<file path="config.mk">
export PLATFORM = sky130hd
export DESIGN_NAME = secure_xfer_ctrl_flat
export DESIGN_NICKNAME = d
export VERILOG_FILES = /design/src/rtl/secure_xfer_ctrl_if.sv /design/src/rtl/secure_xfer_ctrl.sv /design/src/flat_wrapper.sv
export SDC_FILE = /design/constraint.sdc
export NUM_CORES = 1
export LEC_CHECK = 0
export CORE_ASPECT_RATIO = 1.1
export CORE_MARGIN = 4
export CORE_UTILIZATION = 35
export CTS_BUF_LIST = sky130_fd_sc_hd__clkbuf_4
export DETAILED_ROUTE_END_ITERATION = 10
export GPL_TIMING_DRIVEN = 0
export PLACE_DENSITY = 0.8
export SETUP_SLACK_MARGIN = 0.2
export SLEW_MARGIN = 5
export SYNTH_ARGS = -nofsm -noshare
export SYNTH_HDL_FRONTEND = slang
export SYNTH_SLANG_ARGS = --single-unit
export TNS_END_PERCENT = 10
</file>
<file path="constraint.sdc">
create_clock -name clk -period 2 [get_ports clk]
set_input_delay 0.3 -clock clk [delete_from_list [all_inputs] [get_ports clk]]
set_output_delay 0.3 -clock clk [all_outputs]
set_load 0.03 [all_outputs]
</file>
<file path="src/rtl/secure_xfer_ctrl_if.sv">
// Request, key and memory/register-file secondary-port bundle for secure_xfer_ctrl.
// The controller takes the slave view; the request source and storage take the master view.
interface secure_xfer_ctrl_if #(
  parameter int DATA_W     = 32,
  parameter int ADDR_W     = 8,
  parameter int KEY_W      = 16,
  parameter int LEN_W      = 4,
  parameter int LOCK_LIMIT = 3
);
  localparam int FC_W = $clog2(LOCK_LIMIT + 1);

  logic              req_valid;
  logic              req_ready;
  logic              req_op;
  logic [ADDR_W-1:0] req_mem_addr;
  logic [ADDR_W-1:0] req_reg_addr;
  logic [LEN_W-1:0]  req_len;
  logic [KEY_W-1:0]  req_key;
  logic [KEY_W-1:0]  mem_key;
  logic [KEY_W-1:0]  reg_key;
  logic              mem_ren;
  logic              mem_wen;
  logic [ADDR_W-1:0] mem_addr;
  logic [DATA_W-1:0] mem_wdata;
  logic [DATA_W-1:0] mem_rdata;
  logic              reg_ren;
  logic              reg_wen;
  logic [ADDR_W-1:0] reg_addr;
  logic [DATA_W-1:0] reg_wdata;
  logic [DATA_W-1:0] reg_rdata;
  logic              done;
  logic              err;
  logic              locked;
  logic [FC_W-1:0]   fail_cnt;

  modport slave (
    input  req_valid, req_op, req_mem_addr, req_reg_addr, req_len, req_key,
           mem_key, reg_key, mem_rdata, reg_rdata,
    output req_ready, mem_ren, mem_wen, mem_addr, mem_wdata,
           reg_ren, reg_wen, reg_addr, reg_wdata, done, err, locked, fail_cnt
  );

  modport master (
    output req_valid, req_op, req_mem_addr, req_reg_addr, req_len, req_key,
           mem_key, reg_key, mem_rdata, reg_rdata,
    input  req_ready, mem_ren, mem_wen, mem_addr, mem_wdata,
           reg_ren, reg_wen, reg_addr, reg_wdata, done, err, locked, fail_cnt
  );
endinterface

</file>
<file path="src/rtl/secure_xfer_ctrl.sv">
// Key-authorised burst mover between data memory and register file (load/store),
// with optional key scrambling and lockout after repeated key failures.
module secure_xfer_ctrl #(
  parameter int DATA_W      = 32,
  parameter int ADDR_W      = 8,
  parameter int KEY_W       = 16,
  parameter int LEN_W       = 4,
  parameter int LOCK_LIMIT  = 3,
  parameter int LOCK_CYCLES = 16,
  parameter int SCRAMBLE    = 1
) (
  input  logic               clk,
  input  logic               rst,
  secure_xfer_ctrl_if.slave  bus
);
  localparam int FC_W = $clog2(LOCK_LIMIT + 1);
  localparam int LC_W = $clog2(LOCK_CYCLES + 1);

  typedef enum logic [2:0] {IDLE, CHECK, RD, WR, DONE, LOCK} state_t;

  state_t            state, state_nxt;
  logic              op_q;
  logic [ADDR_W-1:0] mem_base_q;
  logic [ADDR_W-1:0] reg_base_q;
  logic [LEN_W-1:0]  len_q;
  logic [KEY_W-1:0]  key_q;
  logic [LEN_W-1:0]  idx_q;
  logic [FC_W-1:0]   fail_cnt_q;
  logic              err_q;
  logic [LC_W-1:0]   lock_cnt_q;

  logic              key_ok;
  logic              len_zero;
  logic              last_word;
  logic              lock_hit;
  logic              lock_entry;
  logic [FC_W-1:0]   fail_inc;
  logic [ADDR_W-1:0] mem_ptr;
  logic [ADDR_W-1:0] reg_ptr;
  logic [DATA_W-1:0] mask;

  function automatic logic [DATA_W-1:0] scramble_mask(input logic [KEY_W-1:0] k);
    logic [DATA_W-1:0] m;
    m = '0;
    if (SCRAMBLE != 0) begin
      for (int i = 0; i < DATA_W / KEY_W; i++) m[i*KEY_W +: KEY_W] = k;
    end
    return m;
  endfunction

  assign key_ok     = (key_q == (op_q ? bus.reg_key : bus.mem_key));
  assign len_zero   = (len_q == '0);
  assign last_word  = (idx_q == len_q - LEN_W'(1));
  assign fail_inc   = fail_cnt_q + FC_W'(1);
  assign lock_hit   = (fail_inc == FC_W'(LOCK_LIMIT));
  assign lock_entry = (state == LOCK) && (lock_cnt_q == LC_W'(LOCK_CYCLES - 1));
  assign mem_ptr    = mem_base_q + ADDR_W'(idx_q);
  assign reg_ptr    = reg_base_q + ADDR_W'(idx_q);
  assign mask       = scramble_mask(key_q);

  always_ff @(posedge clk) begin
    if (rst) state <= IDLE;
    else     state <= state_nxt;
  end

  always_comb begin
    state_nxt = state;
    case (state)
      IDLE:  if (bus.req_valid) state_nxt = CHECK;
      CHECK: begin
        if (len_zero)     state_nxt = DONE;
        else if (key_ok)  state_nxt = RD;
        else if (lock_hit) state_nxt = LOCK;
        else              state_nxt = DONE;
      end
      RD:    state_nxt = WR;
      WR:    state_nxt = last_word ? DONE : RD;
      DONE:  state_nxt = IDLE;
      LOCK:  if (lock_cnt_q == '0) state_nxt = IDLE;
      default: state_nxt = IDLE;
    endcase
  end

  // request capture: key is held for the whole burst so key input changes mid-burst are ignored
  always_ff @(posedge clk) begin
    if (state == IDLE && bus.req_valid) begin
      op_q       <= bus.req_op;
      mem_base_q <= bus.req_mem_addr;
      reg_base_q <= bus.req_reg_addr;
      len_q      <= bus.req_len;
      key_q      <= bus.req_key;
    end
  end

  always_ff @(posedge clk) begin
    if (rst) begin
      idx_q      <= '0;
      fail_cnt_q <= '0;
      err_q      <= 1'b0;
      lock_cnt_q <= '0;
    end else begin
      case (state)
        IDLE: if (bus.req_valid) begin
          idx_q <= '0;
          err_q <= 1'b0;
        end
        CHECK: begin
          if (len_zero) begin
            err_q <= 1'b1;
          end else if (!key_ok) begin
            fail_cnt_q <= fail_inc;
            err_q      <= 1'b1;
            if (lock_hit) lock_cnt_q <= LC_W'(LOCK_CYCLES - 1);
          end
        end
        WR:   if (!last_word) idx_q <= idx_q + LEN_W'(1);
        DONE: if (!err_q) fail_cnt_q <= '0;
        LOCK: begin
          if (lock_cnt_q == '0) fail_cnt_q <= '0;
          else                  lock_cnt_q <= lock_cnt_q - LC_W'(1);
        end
        default: ;
      endcase
    end
  end

  always_comb begin
    bus.req_ready = (state == IDLE);
    bus.locked    = (state == LOCK);
    bus.fail_cnt  = fail_cnt_q;
    bus.done      = (state == DONE) || lock_entry;
    bus.err       = ((state == DONE) && err_q) || lock_entry;
    bus.mem_ren   = 1'b0;
    bus.mem_wen   = 1'b0;
    bus.mem_addr  = '0;
    bus.mem_wdata = '0;
    bus.reg_ren   = 1'b0;
    bus.reg_wen   = 1'b0;
    bus.reg_addr  = '0;
    bus.reg_wdata = '0;
    case (state)
      RD: begin
        if (op_q) begin
          bus.reg_ren  = 1'b1;
          bus.reg_addr = reg_ptr;
        end else begin
          bus.mem_ren  = 1'b1;
          bus.mem_addr = mem_ptr;
        end
      end
      WR: begin
        if (op_q) begin
          bus.mem_wen   = 1'b1;
          bus.mem_addr  = mem_ptr;
          bus.mem_wdata = bus.reg_rdata ^ mask;
        end else begin
          bus.reg_wen   = 1'b1;
          bus.reg_addr  = reg_ptr;
          bus.reg_wdata = bus.mem_rdata ^ mask;
        end
      end
      default: ;
    endcase
  end
endmodule
</file>
<file path="src/flat_wrapper.sv">
// flat-port wrapper written by rule: the top's interface ports become plain ports
module secure_xfer_ctrl_flat 
#(
  parameter int DATA_W      = 32,
  parameter int ADDR_W      = 8,
  parameter int KEY_W       = 16,
  parameter int LEN_W       = 4,
  parameter int LOCK_LIMIT  = 3,
  parameter int LOCK_CYCLES = 16,
  parameter int SCRAMBLE    = 1
)
  (clk, rst, bus_req_valid, bus_req_op, bus_req_mem_addr, bus_req_reg_addr, bus_req_len, bus_req_key, bus_mem_key, bus_reg_key, bus_mem_rdata, bus_reg_rdata, bus_req_ready, bus_mem_ren, bus_mem_wen, bus_mem_addr, bus_mem_wdata, bus_reg_ren, bus_reg_wen, bus_reg_addr, bus_reg_wdata, bus_done, bus_err, bus_locked, bus_fail_cnt);
  secure_xfer_ctrl_if #(.DATA_W(DATA_W), .ADDR_W(ADDR_W), .KEY_W(KEY_W), .LEN_W(LEN_W), .LOCK_LIMIT(LOCK_LIMIT)) bus_i ();
  input  logic clk;
  input  logic rst;
  input wire logic [$bits(bus_i.req_valid)-1:0] bus_req_valid;
  input wire logic [$bits(bus_i.req_op)-1:0] bus_req_op;
  input wire logic [$bits(bus_i.req_mem_addr)-1:0] bus_req_mem_addr;
  input wire logic [$bits(bus_i.req_reg_addr)-1:0] bus_req_reg_addr;
  input wire logic [$bits(bus_i.req_len)-1:0] bus_req_len;
  input wire logic [$bits(bus_i.req_key)-1:0] bus_req_key;
  input wire logic [$bits(bus_i.mem_key)-1:0] bus_mem_key;
  input wire logic [$bits(bus_i.reg_key)-1:0] bus_reg_key;
  input wire logic [$bits(bus_i.mem_rdata)-1:0] bus_mem_rdata;
  input wire logic [$bits(bus_i.reg_rdata)-1:0] bus_reg_rdata;
  output wire logic [$bits(bus_i.req_ready)-1:0] bus_req_ready;
  output wire logic [$bits(bus_i.mem_ren)-1:0] bus_mem_ren;
  output wire logic [$bits(bus_i.mem_wen)-1:0] bus_mem_wen;
  output wire logic [$bits(bus_i.mem_addr)-1:0] bus_mem_addr;
  output wire logic [$bits(bus_i.mem_wdata)-1:0] bus_mem_wdata;
  output wire logic [$bits(bus_i.reg_ren)-1:0] bus_reg_ren;
  output wire logic [$bits(bus_i.reg_wen)-1:0] bus_reg_wen;
  output wire logic [$bits(bus_i.reg_addr)-1:0] bus_reg_addr;
  output wire logic [$bits(bus_i.reg_wdata)-1:0] bus_reg_wdata;
  output wire logic [$bits(bus_i.done)-1:0] bus_done;
  output wire logic [$bits(bus_i.err)-1:0] bus_err;
  output wire logic [$bits(bus_i.locked)-1:0] bus_locked;
  output wire logic [$bits(bus_i.fail_cnt)-1:0] bus_fail_cnt;
  assign bus_i.req_valid = bus_req_valid;
  assign bus_i.req_op = bus_req_op;
  assign bus_i.req_mem_addr = bus_req_mem_addr;
  assign bus_i.req_reg_addr = bus_req_reg_addr;
  assign bus_i.req_len = bus_req_len;
  assign bus_i.req_key = bus_req_key;
  assign bus_i.mem_key = bus_mem_key;
  assign bus_i.reg_key = bus_reg_key;
  assign bus_i.mem_rdata = bus_mem_rdata;
  assign bus_i.reg_rdata = bus_reg_rdata;
  assign bus_req_ready = bus_i.req_ready;
  assign bus_mem_ren = bus_i.mem_ren;
  assign bus_mem_wen = bus_i.mem_wen;
  assign bus_mem_addr = bus_i.mem_addr;
  assign bus_mem_wdata = bus_i.mem_wdata;
  assign bus_reg_ren = bus_i.reg_ren;
  assign bus_reg_wen = bus_i.reg_wen;
  assign bus_reg_addr = bus_i.reg_addr;
  assign bus_reg_wdata = bus_i.reg_wdata;
  assign bus_done = bus_i.done;
  assign bus_err = bus_i.err;
  assign bus_locked = bus_i.locked;
  assign bus_fail_cnt = bus_i.fail_cnt;
  secure_xfer_ctrl #(.DATA_W(DATA_W), .ADDR_W(ADDR_W), .KEY_W(KEY_W), .LEN_W(LEN_W), .LOCK_LIMIT(LOCK_LIMIT), .LOCK_CYCLES(LOCK_CYCLES), .SCRAMBLE(SCRAMBLE)) u_core (.clk(clk), .rst(rst), .bus(bus_i));
endmodule
</file>
; ---- Word level (Yosys, flattened, before mapping)
; Index checks and enable logic that the tools add are counted.
[word_totals]
memories = 0
rom_bits = 0
inputBits = 136
register_bits = 52
ramBits = 0
latch_bits = 0
out_inout_bits = 90
elab_cells = 94
[op_classes]
n_mux = 41
n_addsub = 6
shifts = 0
n_mul = 0
n_bitwise = 2
n_div = 0
n_reduce_logical = 17
eq_ne = 18
order_cmp = 0
[ops]
columns = cell, count
row1 = $mux 32, 4
row2 = $xor 32x32->32, 2
row3 = $mux 8, 4
row4 = $pmux 8 s2, 2
row5 = $mux 5, 4
row6 = $add 8x4->8, 2
row7 = $eq 16x16->1, 1
row8 = $mux 16, 1
row9 = $mux 3, 5
row10 = $pmux 3 s5, 1
row11 = $ne 2x2->1 const B, 6
row12 = $mux 1, 10
row13 = $pmux 5 s2, 1
row14 = $reduce_and 5->1, 2
row15 = $mux 2, 4
row16 = $mux 4, 2
row17 = $pmux 4 s2, 1
row18 = $eq 3x2->1 const B, 2
row19 = $eq 3x3->1 const B, 2
row20 = $pmux 2 s3, 1
row21 = $reduce_and 3->1, 2
row22 = $reduce_bool 2->1, 3
row23 = $eq 5x4->1 const B, 1
row24 = $logic_not 5->1, 1
row25 = 16 further kinds, 20

; ---- Logic depth before layout (Yosys ltp)
; Gate-level depths: netlist (run 1).
[depth]
word_depth = 6
mapped_depth = 9
depth_no_buf = 8

; ---- Worst setup path after synthesis (run 1)
; OpenSTA, ideal clock, no wires.
[synth_path]
path_type = register to register
start = register u_core.state[2]
end = register u_core.idx_q[2]
n_path_buf = 1
setup_time_ns = 0.120
arrival_ns = 2.583
path_stages_with_launch = 8
path_slack_ns = -0.703
required_ns = 1.880
cell_sequence = dfxtp_1 buf_2 nor3_1 nand2_1 inv_1 nor2_1 or4b_1 nand2_1
[synth_via]
elab_chain_cells = 3
[synth_lines]
columns = element, line
row1 = "start, declared", secure_xfer_ctrl.sv:21  ; state_t state, state_nxt;
row2 = "start signal, assigned", secure_xfer_ctrl.sv:63  ; else state <= state_nxt;
row3 = $logic_not 3->1 (*), --
row4 = via bus_req_ready, flat_wrapper.sv:26  ; output wire logic [$bits(bus_i.req_ready)-1:0] bus_req_ready;
row5 = $ne 2x2->1 (no source line) or $reduce_bool 2->1 (tied branches), --
row6 = $reduce_and 3->1 (no source line), --
row7 = "end signal, assigned", secure_xfer_ctrl.sv:116  ; WR: if (!last_word) idx_q <= idx_q + LEN_W'(1);
row8 = "end, declared", secure_xfer_ctrl.sv:27  ; logic [LEN_W-1:0] idx_q;
; The timed path passes the listed nets; every way through them passes the cells marked *.
; A chain may end at the register's enable or synchronous reset.

; ---- Worst setup path after layout (run 1)
[layout_path]
start = register u_core.mem_base_q[0]
end = output port bus_mem_addr[4]
[layout_via]
elab_chain_cells = 3
[layout_lines]
columns = element, line
row1 = "start, declared", secure_xfer_ctrl.sv:23  ; logic [ADDR_W-1:0] mem_base_q;
row2 = "start signal, assigned", secure_xfer_ctrl.sv:88  ; mem_base_q <= bus.req_mem_addr;
row3 = $add 8x4->8 (*), secure_xfer_ctrl.sv:57  ; assign mem_ptr = mem_base_q + ADDR_W'(idx_q);
row4 = $mux 8 (on tied branches), "secure_xfer_ctrl.sv:152, secure_xfer_ctrl.sv:143"
row5 = $pmux 8 s2 (*), secure_xfer_ctrl.sv:141  ; case (state)
row6 = "end, declared", flat_wrapper.sv:29  ; output wire logic [$bits(bus_i.mem_addr)-1:0] bus_mem_addr;
; Every way passes the cells marked *; elsewhere a longest branch is shown, timed or not.

==> impl.org, run 1 <==
** Timing
- Final Hold Slack :: 0.453 ns
- After layout, the worst path uses 128% of the clock period.
- Total negative setup slack :: -19.77 ns
- Measured against its own limit, the worst slew margin works out to 42.5%.
- Upper clock frequency limit :: 0.391 GHz
- Minimum clock period :: 2.56 ns
- Number of pins with negative max-slew slack in the final report :: 0
- In the post-route analysis, the smallest setup slack over all paths is -0.556 ns.
- # setup viols final :: 63
- Clk_skew :: 0.0143 ns
- Hold violation total from the final report :: 0
- RSZ-0062 raised after global routing :: yes
- Transition at the pin with the smallest max-transition slack :: around 0.86 ns

** Placement
- RD Place Congestion :: 0.834
- Summing all placed instances gives a cell area of between 0.006 and 0.007 mm^2.
- Setup slack at placement :: -0.708 ns
- Count of buffers inserted at the top-level ports :: 225
- HPWL after detailed placement :: between 10 and 15 mm

** Detailed routing
- Detailed-route DRC error count :: 0
- Dividing the detail-routed wire length by the instance count gives 18.3 um.
- Final wirelength :: 15.1 mm
- Via density per instance :: 4.85
- Total number of vias :: 4003
- Once detail routing completed, the nets flagged for antenna violations numbered 0.
- Initial DRT Pass Iterations :: 5
- In this run, the number of DRC markers left after iteration 0 of detailed routing was 89.

** Clocking
- Clock tree synthesis inserted a total of 5 buffers.
- Post-CTS clock slew at the launch and capture registers of the worst setup and hold paths :: around 0.16 ns
- Clock latency on the worst-skew pair :: 0.38 ns
- CTS tree :: yes
- Clk sink count :: 52
- The clock passes through at most 2 buffers.
- The root buffer cell chosen for the clock tree is clkbuf_4.
- H-tree depth reported by CTS :: 2

** GRT
- The number of antenna violations at the first check in global routing came to 0.
- Entering global routing, the biggest net connects 39 pins.
- Global routing used 22.7% of the available tracks.
- The via count of the first global-routing pass is 4205.
- Total congestion overflow after global routing :: 0
- Wire length of the first global-routing pass :: 22.5 mm

** Min path
- Startpoint of the tightest hold check path :: bus_req_key[12]
- Worst min-delay path category :: input pin to flip-flop
- Counting instances, the worst hold path has a depth of 1.
- The path with the worst hold slack has its endpoint at u_core.key_q[12].

** Run status
- The final reports fail on setup timing.
- The flow ran to the end, but the final reports show violations.

** Logic synthesis
- Number of distinct library cells after synthesis :: between 40 and 50
- A synthesized cell averages 9.14 um^2.
- After synthesis, the cell types taking the most area are edfxtp_1 29%, xnor2_1 17%, nor2_1 9.3%, dfxtp_1 7.9%, xor2_1 5.1%.
- After synthesis the netlist holds a flip-flop and latch count of 52.
- Post-Synthesis Cells :: 417
- The cell area that synthesis handed to floorplanning was between 0.003 and 0.004 mm^2.
- Number of nets produced by synthesis :: 570
- Yosys warning total :: 0
- Register area share after synthesis :: around 37%
- For this run, the leading register cell type out of synthesis is edfxtp_1.
- Share of flip-flops with an asynchronous set or reset after synthesis :: 0%
- Number of enable flip-flop cells after synthesis :: 37
- Of all cell types, the one taking the most synthesized area is edfxtp_1.
- In this run the biggest area consumer among cell types represents 29.2% of the synthesized area.

** Cells and area
- Total Nets Final :: 835
- The repair_antennas step left the layout with diodes totalling 0.
- Post-route design area :: 0.00757 mm^2
- Number of fill cells :: between 700 and 800
- Compared with the post-synthesis result, the final layout area differs by 98.6%.
- In the final layout, the share of cells above drive strength 1 is 39.7%.

** Floorplan
- The initial utilization of the core area, before any placement, comes to a little over a third.
- Pin placement for this block handled 226 I/O pins.
- Die Footprint :: 0.0126 mm^2
- Die height :: 117 um
- The initialized floorplan defines 39 standard-cell rows.
- The die is 107 um wide.
- Floorplan Core Area :: 0.0105 mm^2

** Setup path
- STA puts the critical path data required time at between 1.5 and 2 ns.
- Combined buffer and inverter count along the critical path :: 2
- In this run the worst path has a maximum fanout of 2.
- Signal arrival time at the worst endpoint :: 2.26 ns
- In this run the critical register-to-register path is captured at u_core.lock_cnt_q[3].
- Reg-to-reg critical path startpoint :: u_core.op_q
- On the worst path, the slowest cell contributes a delay of 0.41 ns.
- The signal on the critical path passes through ha_2 > fa_2 > a21o_1 > a21oi_2 > buf_4 > xor2_1 > nor2_2 > buf_6.
- Counting cells, the worst reg-to-reg path comes to 9.
- The cell family contributing the most delay on the critical path is adder cells.
- STA classifies the critical path endpoint as an output pin.
- Nature of the critical path startpoint :: flip-flop
- Classification of the worst setup path :: flip-flop to output pin
- The setup check on the worst reg-to-reg path leaves a slack of -0.32 ns.
- Among all stages on the critical path, the largest delay is contributed by edfxtp_1.

** Power
- The share of total power dissipated in the clock network is 20.3%.
- For this design the static power due to leakage is 0.00292 uW.
- Switching component of the power :: 939 uW
- Part of the total power dissipated in sequential elements :: 43.4%
- Part of the total power dissipated in combinational logic :: 36.3%
- Of the total power, the share spent switching nets is 30.8%.
- Internal :: 2110 uW
- In this run the power density over the cells is 402 mW/mm^2.
- IR analysis of the VDD net gives a maximum drop of 0.000399 V.

** Job
- Max-cap violations in this run came to 0.
## cell usage in the layout (no fill, tap or decap), types with 5 or more instances in the layout
master | Yosys | final
a21o_1 | 7 | 7
a21oi_1 | 15 | 10
a21oi_2 | 0 | 5
buf_1 | 13 | 12
buf_4 | 0 | 42
buf_6 | 1 | 68
buf_8 | 0 | 5
clkbuf_16 | 0 | 8
clkbuf_4 | 0 | 6
clkdlybuf4s50_1 | 0 | 136
dfxtp_1 | 15 | 7
edfxtp_1 | 37 | 37
ha_1 | 15 | 11
inv_1 | 13 | 7
mux2i_1 | 17 | 15
nand2_1 | 12 | 10
nor2_1 | 94 | 36
nor2_2 | 1 | 17
nor2_4 | 0 | 42
nor2b_4 | 0 | 6
o31a_1 | 5 | 5
xnor2_1 | 75 | 72
xor2_1 | 22 | 17
## metal layers
layer  track usage, %  vias to the layer above  part of all wire [%]
met5                0                        -                     0
met4             5.05                        0                   1.7
met3             6.37                       18                   8.7
met2             43.7                      178                    55
met1             24.0                     1893                    35
li1                 -                     1914                     -
## worst register-to-register path, cell delays in order (launching register included)
cell and delay [ns]:
edfxtp_1 0.47, buf_4 0.17, buf_8 0.14, mux2i_2 0.21
xor2_1 0.22, nand4_1 0.18, nor4_4 0.31, buf_6 0.18
nor3_2 0.08, o31a_1 0.25
## through the flow
stage               util [%]  power [uW]  instances
detailed placement      63.3        2320        785
CTS                     68.6        3000        815
global placement        63.3        2290        785
global route            72.2        3180        826
floorplan                  -        1900        417
finish                  72.2        3040        826
## how the worst max path moves through the flow
stage	from	end	slack [ns]	depth (start not counted)
floorplan	u_core.mem_base_q[0]	bus_mem_addr[6]	0.02	7
global placement	u_core.op_q	bus_reg_wdata[2]	-0.71	6
detailed placement	u_core.op_q	bus_reg_wdata[2]	-0.71	6
CTS	u_core.reg_base_q[1]	bus_reg_addr[6]	-0.50	8
global route	u_core.mem_base_q[0]	bus_mem_addr[4]	-0.62	8
finish	u_core.mem_base_q[0]	bus_mem_addr[4]	-0.56	8
## flip-flops by register name (all words and copies together) (netlist names)
signal               count
u_core.state             3
u_core.lock_cnt_q        5
u_core.reg_base_q        8
u_core.op_q              1
u_core.bus.fail_cnt      2
u_core.len_q             4
u_core.idx_q             4
u_core.mem_base_q        8
u_core.err_q             1
u_core.key_q            16
## power by group through the flow
stage / Sequential (uW) / Clock [uW] / Combinational (uW)
after floorplan: 1340 / 0 / 566
after CTS: 1310 / 636 / 1040
final: 1320 / 618 / 1110
after global placement: 1330 / 0 / 962
after global routing: 1330 / 673 / 1180
after detailed placement: 1340 / 0 / 986
## cell families after synthesis
logic type               after synthesis  share of synthesized area (%)
buffers and inverters                 41                           4.30
XOR/XNOR                              97                           22.3
adder cells (fa/ha/maj)               17                           5.98
AO/OA/AOI/OAI                         44                           7.71
multiplexers                          17                           4.46
AND/OR/NAND/NOR                      149                           18.2
flip-flops                            52                           37.0
## synthesized netlist by cell type (4+ instances only)
| cell | n |
|---|---|
| nor3_1 | 7 |
| dfxtp_1 | 15 |
| o31a_1 | 5 |
| ha_1 | 15 |
| xnor2_1 | 75 |
| a21oi_1 | 15 |
| o21ai_0 | 4 |
| a21o_1 | 7 |
| mux2i_1 | 17 |
| nand4_1 | 4 |
| xor2_1 | 22 |
| edfxtp_1 | 37 |
| clkbuf_1 | 12 |
| or3_1 | 4 |
| inv_1 | 13 |
| nor2_1 | 94 |
| nand2_1 | 12 |
| nor2b_1 | 9 |
| buf_1 | 13 |
## final cells by class
cell class                      instances  area [um^2]  area share (%)
Clock buffer                            5         37.5           0.496
Sequential cell                        52         1430            18.9
Clock inverter                          3         42.5           0.562
Buffer                                 28          265            3.50
Tap cell                              143          179            2.36
Multi-Input combinational cell        324         2920            38.6
Timing Repair Buffer                  257         2620            34.6
Timing Repair inverter                  1         7.51          0.0992
Inverter                               13         65.1           0.860
## timing repair
action	4_1_cts	5_1_grt
setup endpoints to repair	140	140
gates cloned	4	1
setup buffers	18	10
gates resized for setup	626	83
pin swaps	50	30
hold buffers	0	0
No activity file was read; power rests on OpenSTA's default activity.
==> run 2: changes to the inputs <==
- CORE_UTILIZATION: 35 -> 45
- DONT_BUFFER_PORTS: unset -> 1
- PLACE_DENSITY: 0.8 -> 0.63
- SETUP_SLACK_MARGIN: 0.2 -> unset
==> impl.org, run 2 (synthesized netlist as in run 1, its figures left out) <==
** Cells and area
- Register with the most flip-flops :: u_core.key_q
- Total Nets Final :: 631
- P&R area growth vs syn :: 47.1%
- Most common cell after layout, fill and taps aside :: nor2_4
- In the final layout, the share of cells above drive strength 1 is 35.5%.
- Number of flip-flops in the largest register :: 16
- For this run, the share of the core covered by cells in the final layout is 69.4%.
- Most frequent cells in the layout :: 77 x nor2_4, 72 x xnor2_1, 37 x dlygate4sd3_1, 37 x edfxtp_1, 20 x xor2_1
- The largest registers in the layout are u_core.key_q: 16 flops, u_core.mem_base_q: 8 flops, u_core.reg_base_q: 8 flops.

** Power
- Power comes to roughly 3000 uW.
- Leakage Power :: about 0.0019 uW
- Cell Pwr Density :: 525 mW/mm^2
- VDD sags by at most 0.000421 V.

** Detailed routing
- DR iter-0 viols :: 130
- The first detailed-routing pass took 4 iterations.
- For this block, the via count after detailed routing is 3251.
- Via density per instance :: 5.53
- The final layout contains routed wiring with a total length of 12.8 mm.
- After detailed routing, the met2 layer carries 6.68 mm of wire.
- Once detail routing completed, the nets flagged for antenna violations numbered 0.
- After detailed routing, the number of remaining DRC violations is 0.
- Detailed routing placed a total of 1.17 mm of wire on met3.
- After detailed routing, no signal wire sits above met4.
- After detailed routing, the average wire length per cell comes to 21.7 um.
- After detailed routing, the wire length on met1 is between 4 and 5 mm.

** Floorplan
- Top-level I/O count :: 226
- After floorplanning, the core was sized to cover 0.00808 mm^2.
- The initialized floorplan defines 34 standard-cell rows.
- Die Footprint :: 0.0100 mm^2
- X dimension of the die :: 95.7 um
- Die height :: 105 um
- For this configuration, the core starts out at a cell density of 47.2%.

** Setup path
- CP max FO :: 2
- Worst Path Required :: 1.70 ns
- Reg-to-reg critical path startpoint :: u_core.op_q
- The endpoint identified for the worst register-to-register timing path is u_core.lock_cnt_q[2].
- Nature of the critical path startpoint :: flip-flop
- The worst register-to-register path has a depth of 9.
- Walking the worst path, the cells encountered are buf_6 > fa_2 > a21o_1 > a21oi_2 > nor2_2 > xnor2_2 > nor2_4.
- The worst setup path is of the flip-flop to output pin kind.
- Capturing element type of the critical path :: output pin
- Max stage delay on crit path :: 0.45 ns
- Across all register-to-register paths, the minimum setup slack is -0.20 ns.
- Signal arrival time at the worst endpoint :: 2.19 ns
- The slowest stage of the critical path is the edfxtp_1 cell.

** Timing
- # setup viols final :: 63
- Transition at the pin with the smallest max-transition slack :: 0.658 ns
- The number of endpoints with negative hold slack in the final report was 0.
- Timing would allow up to about 0.4 GHz.
- Minimum clock period :: about 2.5 ns
- RSZ-0062 raised after global routing :: yes
- The number of pins with negative max-slew slack in the final report came to 0.
- Post-route clock period utilization :: 125%
- Tightest slew margin relative to the limit :: 55.8%
- Setup total negative slack on the finished layout was measured at -13.43 ns.
- Final worst-path setup slack :: -0.491 ns
- Clk_skew :: between 0.007 and 0.008 ns

** Clocking
- Clock latency on the worst-skew pair, taken at its later pin, is 0.37 ns.
- The tree built by TritonCTS fans out to 52 sinks.
- Counting the buffers created by CTS gives 5.
- No sink is reached through more buffers than the 2 on the longest clock path.
- The root buffer cell chosen for the clock tree is clkbuf_4.
- H-tree depth reported by CTS :: 2
- TritonCTS built the clock tree.
- Post-CTS clock slew at the launch and capture registers of the worst setup and hold paths :: 0.16 ns

** GRT
- Number of global-route vias before repair :: 3458
- Total congestion overflow after global routing :: 0
- Antenna violations before repair :: 0
- Entering global routing, the biggest net connects 20 pins.
- The first global-routing pass estimated approximately 19 mm of wire.
- Global routing consumed, over all layers together, 24.9% of the routing resources.

** Placement
- HPWL after detailed placement :: about 8.5 mm
- Setup slack at placement :: -0.551 ns
- The count of buffers added on input and output ports is 0.
- RD Place Congestion :: 0.827

** Min path
- Startpoint of the tightest hold check path :: rst
- Worst hold stages :: 2
- In this run the worst hold path is classified as input pin to flip-flop.
- WHS Endpoint :: u_core.lock_cnt_q[0]

** Run status
- The final reports fail on setup timing.
- The flow ran to the end, but the final reports show violations.

** Job
- Max-cap viol count :: 0
[run 2: timing repair]
| action | CTS | global route |
|---|---|---|
| setup buffers | 14 | 3 |
| gates cloned | 2 | 0 |
| resized for setup | 221 | 16 |
| pin swaps | 84 | 21 |
| hold buffers | 37 | 0 |
| setup endpoints to repair | 136 | 97 |
| hold endpoints to repair | 37 | 0 |
[run 2: layout make-up]
type / instances / area, um^2
multi-input combinational: 324 / 3050
fill: 566 / 2480
sequential: 52 / 1430
timing repair buffer: 55 / 561
buffer: 26 / 241
tap: 108 / 135
inverter: 13 / 73.8
clock inverter: 3 / 68.8
clock buffer: 5 / 37.5
timing repair inverter: 1 / 7.51
antenna: 1 / 2.50
[run 2: layer usage]
layer	vias to the layer above	global-route usage, %
li1	1509	-
met5	-	0
met2	163	44.6
met1	1554	27.8
met3	25	8.03
met4	0	6.81
[run 2: per-stage QoR]
| step | std cells | hold WS, ns | area (um^2) |
|---|---|---|---|
| 6_report | 588 | 0.0474 | 5610 |
| 4_1_cts | 584 | 0.0267 | 5500 |
| 3_5_place_dp | 525 | 0.399 | 4020 |
| 2_1_floorplan | 417 | 0.399 | 3890 |
| 5_1_grt | 587 | 0.0244 | 5600 |
| 3_3_place_gp | 525 | 0.399 | 4020 |
[run 2: worst max path at each step]
stage,cells after the start,startpoint,to
final,7,u_core.mem_base_q[1],bus_mem_addr[6]
after detailed placement,5,u_core.state[0],bus_reg_wdata[20]
after global routing,7,u_core.mem_base_q[1],bus_mem_addr[6]
after floorplan,7,u_core.reg_base_q[0],bus_reg_addr[6]
after CTS,7,u_core.mem_base_q[1],bus_mem_addr[6]
after global placement,6,u_core.op_q,bus_reg_addr[4]
[run 2: worst max-delay path: cells and delay by family (launching register included)]
| kind | cells | cell delay [ns] |
|---|---|---|
| compound gates | 2 | 0.37 |
| xor+xnor | 1 | 0.16 |
| fa+ha+maj | 1 | 0.37 |
| buf+inv | 1 | 0.14 |
| flops | 1 | 0.45 |
| simple gates | 2 | 0.32 |
[run 2: power breakdown]
part           total, uW  switching [uW]  internal (uW)
combinational        853             478            375
clock                748             354            394
sequential          1340            81.8           1260
total               2940             913           2030
==> run 3: changes to the inputs <==
- SETUP_SLACK_MARGIN: unset -> 0.3
==> impl.org, run 3 (synthesized netlist as in run 1, its figures left out) <==
** Cells and area
- Of the cells placed in the final design, the portion with a size suffix greater than 1 is 42.6%.
- P&R area growth vs syn :: 57.8%
- Total Nets Final :: about 660
- The layout has 527 filler cells.
- The register with the most flip-flops in the layout has 16 of them.
- The largest registers in the layout are u_core.key_q: 16 flops, u_core.mem_base_q: 8 flops, u_core.reg_base_q: 8 flops.
- The library cell used most frequently in the layout, excluding fill and tap cells, is nor2_4.
- Antenna diode instance count :: 0
- For this run, the number of standard cells in the final layout without fillers is 613.
- Register with the most flip-flops :: u_core.key_q
- The library cells used most frequently in the layout, excluding fill and tap cells, are 79 x nor2_4, 71 x xnor2_1, 37 x dlygate4sd3_1, 37 x edfxtp_1, 22 x buf_4.

** Power
- PnR Total Power :: between 2000 and 3000 uW
- Leakage Power :: between 0.002 and 0.0025 uW
- Power spread over the standard cell area amounts to 473 mW/mm^2.
- Worst ir drop on vdd :: roughly 0.00054 V

** Job
- Max-cap viol count :: 0

** Placement
- RD Place Congestion :: around 0.86
- Including well taps, the total number of placed cells is 525.
- Count of buffers inserted at the top-level ports :: 0
- Summed over all nets, the half-perimeter wirelength after detailed placement is 9.35 mm.

** Clocking
- Clock root buffer :: clkbuf_4
- After clock tree synthesis, the clock-pin slew on the worst setup and hold paths is 0.14 ns.
- Clock latency on the worst-skew pair :: 0.37 ns
- CTS buffer count :: 5
- The clock net in this run drives a total of 52 sinks.
- CTS tree :: yes
- Largest buffer count on any clock path :: 2
- The H-tree was split into 2 levels.

** Timing
- For the pin with the worst max-slew slack, the measured transition is 0.693 ns.
- Setup violations remaining at the end of the flow were counted as 68.
- Post-route clock period utilization :: 118%
- Tightest slew margin relative to the limit :: ~53%
- The number of pins with negative max-slew slack in the final report is 0.
- Minimum clock period :: 2.37 ns
- Clk_skew :: 0.0185 ns
- Derived from the worst setup path, the maximum achievable clock frequency is 0.422 GHz.
- Setup slack on the critical path of the routed design comes to -0.369 ns.
- Setup repair after global routing could not meet its margin everywhere.
- The number of endpoints with negative hold slack in the final report came to 0.

** Floorplan
- Measured along the x axis, the die boundary spans 95.7 um.
- In this run the standard cell core region covers 0.00808 mm^2.
- The die covers about 0.01 mm^2.
- The floorplan has 34 rows.
- Measured along the y axis, the die boundary spans 105 um.
- For this configuration, the core starts out at a cell density of 47.2%.
- Top-level I/O count :: 226

** Setup path
- Capturing element type of the critical path :: output pin
- Endpoint of the worst register-to-register path :: u_core.state[0]
- The startpoint identified for the worst register-to-register timing path is u_core.op_q.
- For the worst setup path, the data required time is between 1.5 and 2 ns.
- CP max FO :: 2
- Nature of the critical path startpoint :: flip-flop
- Data arrives at the worst endpoint at 2.07 ns.
- The worst setup path is of the flip-flop to output pin kind.
- Slowest library cell on the worst path :: edfxtp_1
- Among cell families on the critical path, the largest total delay comes from flip-flops.
- Combined buffer and inverter count along the critical path :: 1
- For flop-to-flop paths, the worst setup slack is -0.23 ns.
- Cell Chain, Critical Path :: buf_4 > fa_2 > a21o_1 > a21oi_2 > nor2_2 > xnor2_2 > nor2_4
- Max stage delay on crit path :: 0.42 ns
- Reg2Reg Depth :: 9

** Detailed routing
- Via density per instance :: 5.38
- For this run, design rule violations remaining after detail routing come to 0.
- Total number of vias :: 3299
- The count of nets left with antenna violations once routing finished came out at 0.
- DR iter-0 viols :: between 100 and 150
- Dividing the detail-routed wire length by the instance count gives 21.0 um.
- Final wirelength :: 12.9 mm
- Initial DRT Pass Iterations :: 5

** Run status
- The run finished, with violations left.
- Violated checks :: setup timing

** Min path
- The path with the worst hold slack has its endpoint at u_core.lock_cnt_q[0].
- The startpoint identified for the worst hold timing path is rst.
- Worst hold stages :: 2
- The min-delay analysis places its worst path in the category input pin to flip-flop.

** GRT
- For this run the aggregate overflow at the end of global routing stands at 0.
- Maximum number of pins on one net before global-route repair :: 39
- The first global-routing pass estimated 17.4 mm of wire.
- Antenna violations before repair :: 0
- In the global route stage, overall resource usage came out at 23.3%.
- The via count of the first global-routing pass is 3170.
## run 3: metrics by stage
step	setup slack (ns)	cell area, um^2	TNS [ns]	hold WS [ns]	utilization [%]
2_1_floorplan	0.0242	4240	0	0.399	-
3_3_place_gp	-0.485	4380	-14.27	0.399	54.2
3_5_place_dp	-0.457	4380	-14.15	0.399	54.2
4_1_cts	-0.409	5240	-21.29	0.00243	64.8
5_1_grt	-0.508	6020	-23.17	0.0460	74.4
6_report	-0.369	6020	-15.23	0.0726	74.4
## run 3: how the worst max path moves through the flow
stage,start,endpoint,slack [ns],depth (start not counted)
2_1_floorplan,u_core.mem_base_q[0],bus_mem_addr[6],0.02,7
6_report,u_core.reg_base_q[1],bus_reg_addr[6],-0.37,7
3_5_place_dp,u_core.op_q,u_core.state[0],-0.46,7
3_3_place_gp,u_core.op_q,u_core.state[0],-0.48,7
4_1_cts,u_core.op_q,u_core.lock_cnt_q[3],-0.41,7
5_1_grt,u_core.reg_base_q[1],bus_reg_addr[6],-0.51,7
## run 3: worst reg2reg max path: stages, from the launching register on
cell and delay (ns):
edfxtp_1 0.45, buf_6 0.15, buf_6 0.12, mux2i_2 0.19
xor2_1 0.19, nand4_1 0.17, nor4_4 0.34, buf_6 0.18
nor3_2 0.08, o31a_1 0.25
## run 3: layer usage
metal / track usage, % / part of all wire, % / up-vias
met5: 0 / 0 / -
met4: 7.62 / 1.8 / 0
li1: - / - / 1557
met1: 22.2 / 33 / 1591
met3: 9.26 / 9.2 / 19
met2: 44.1 / 56 / 132
## run 3: timing repair
item	CTS	global route
hold buffers	0	37
pin swaps	78	38
endpoints found under the setup margin	138	138
resized for setup	136	62
endpoints found under the hold margin	0	37
buffers inserted	23	14
gates cloned	3	3
## run 3: where the power goes
group,internal (uW),switching (uW)
registers,1250,73.9
clock network,256,321
logic,435,504
total,1940,900
## run 3: final cells by class
type,count,area [um^2],share of cell area [%]
multi-input cells,324,3220,53.5
flip-flops and latches,52,1440,23.9
repair buffers,79,837,13.9
plain buffers,28,238,3.95
well taps,108,135,2.25
inverters,13,72.6,1.21
clock buffers,5,37.5,0.624
clock inverters,3,37.5,0.624
repair inverters,1,7.51,0.125
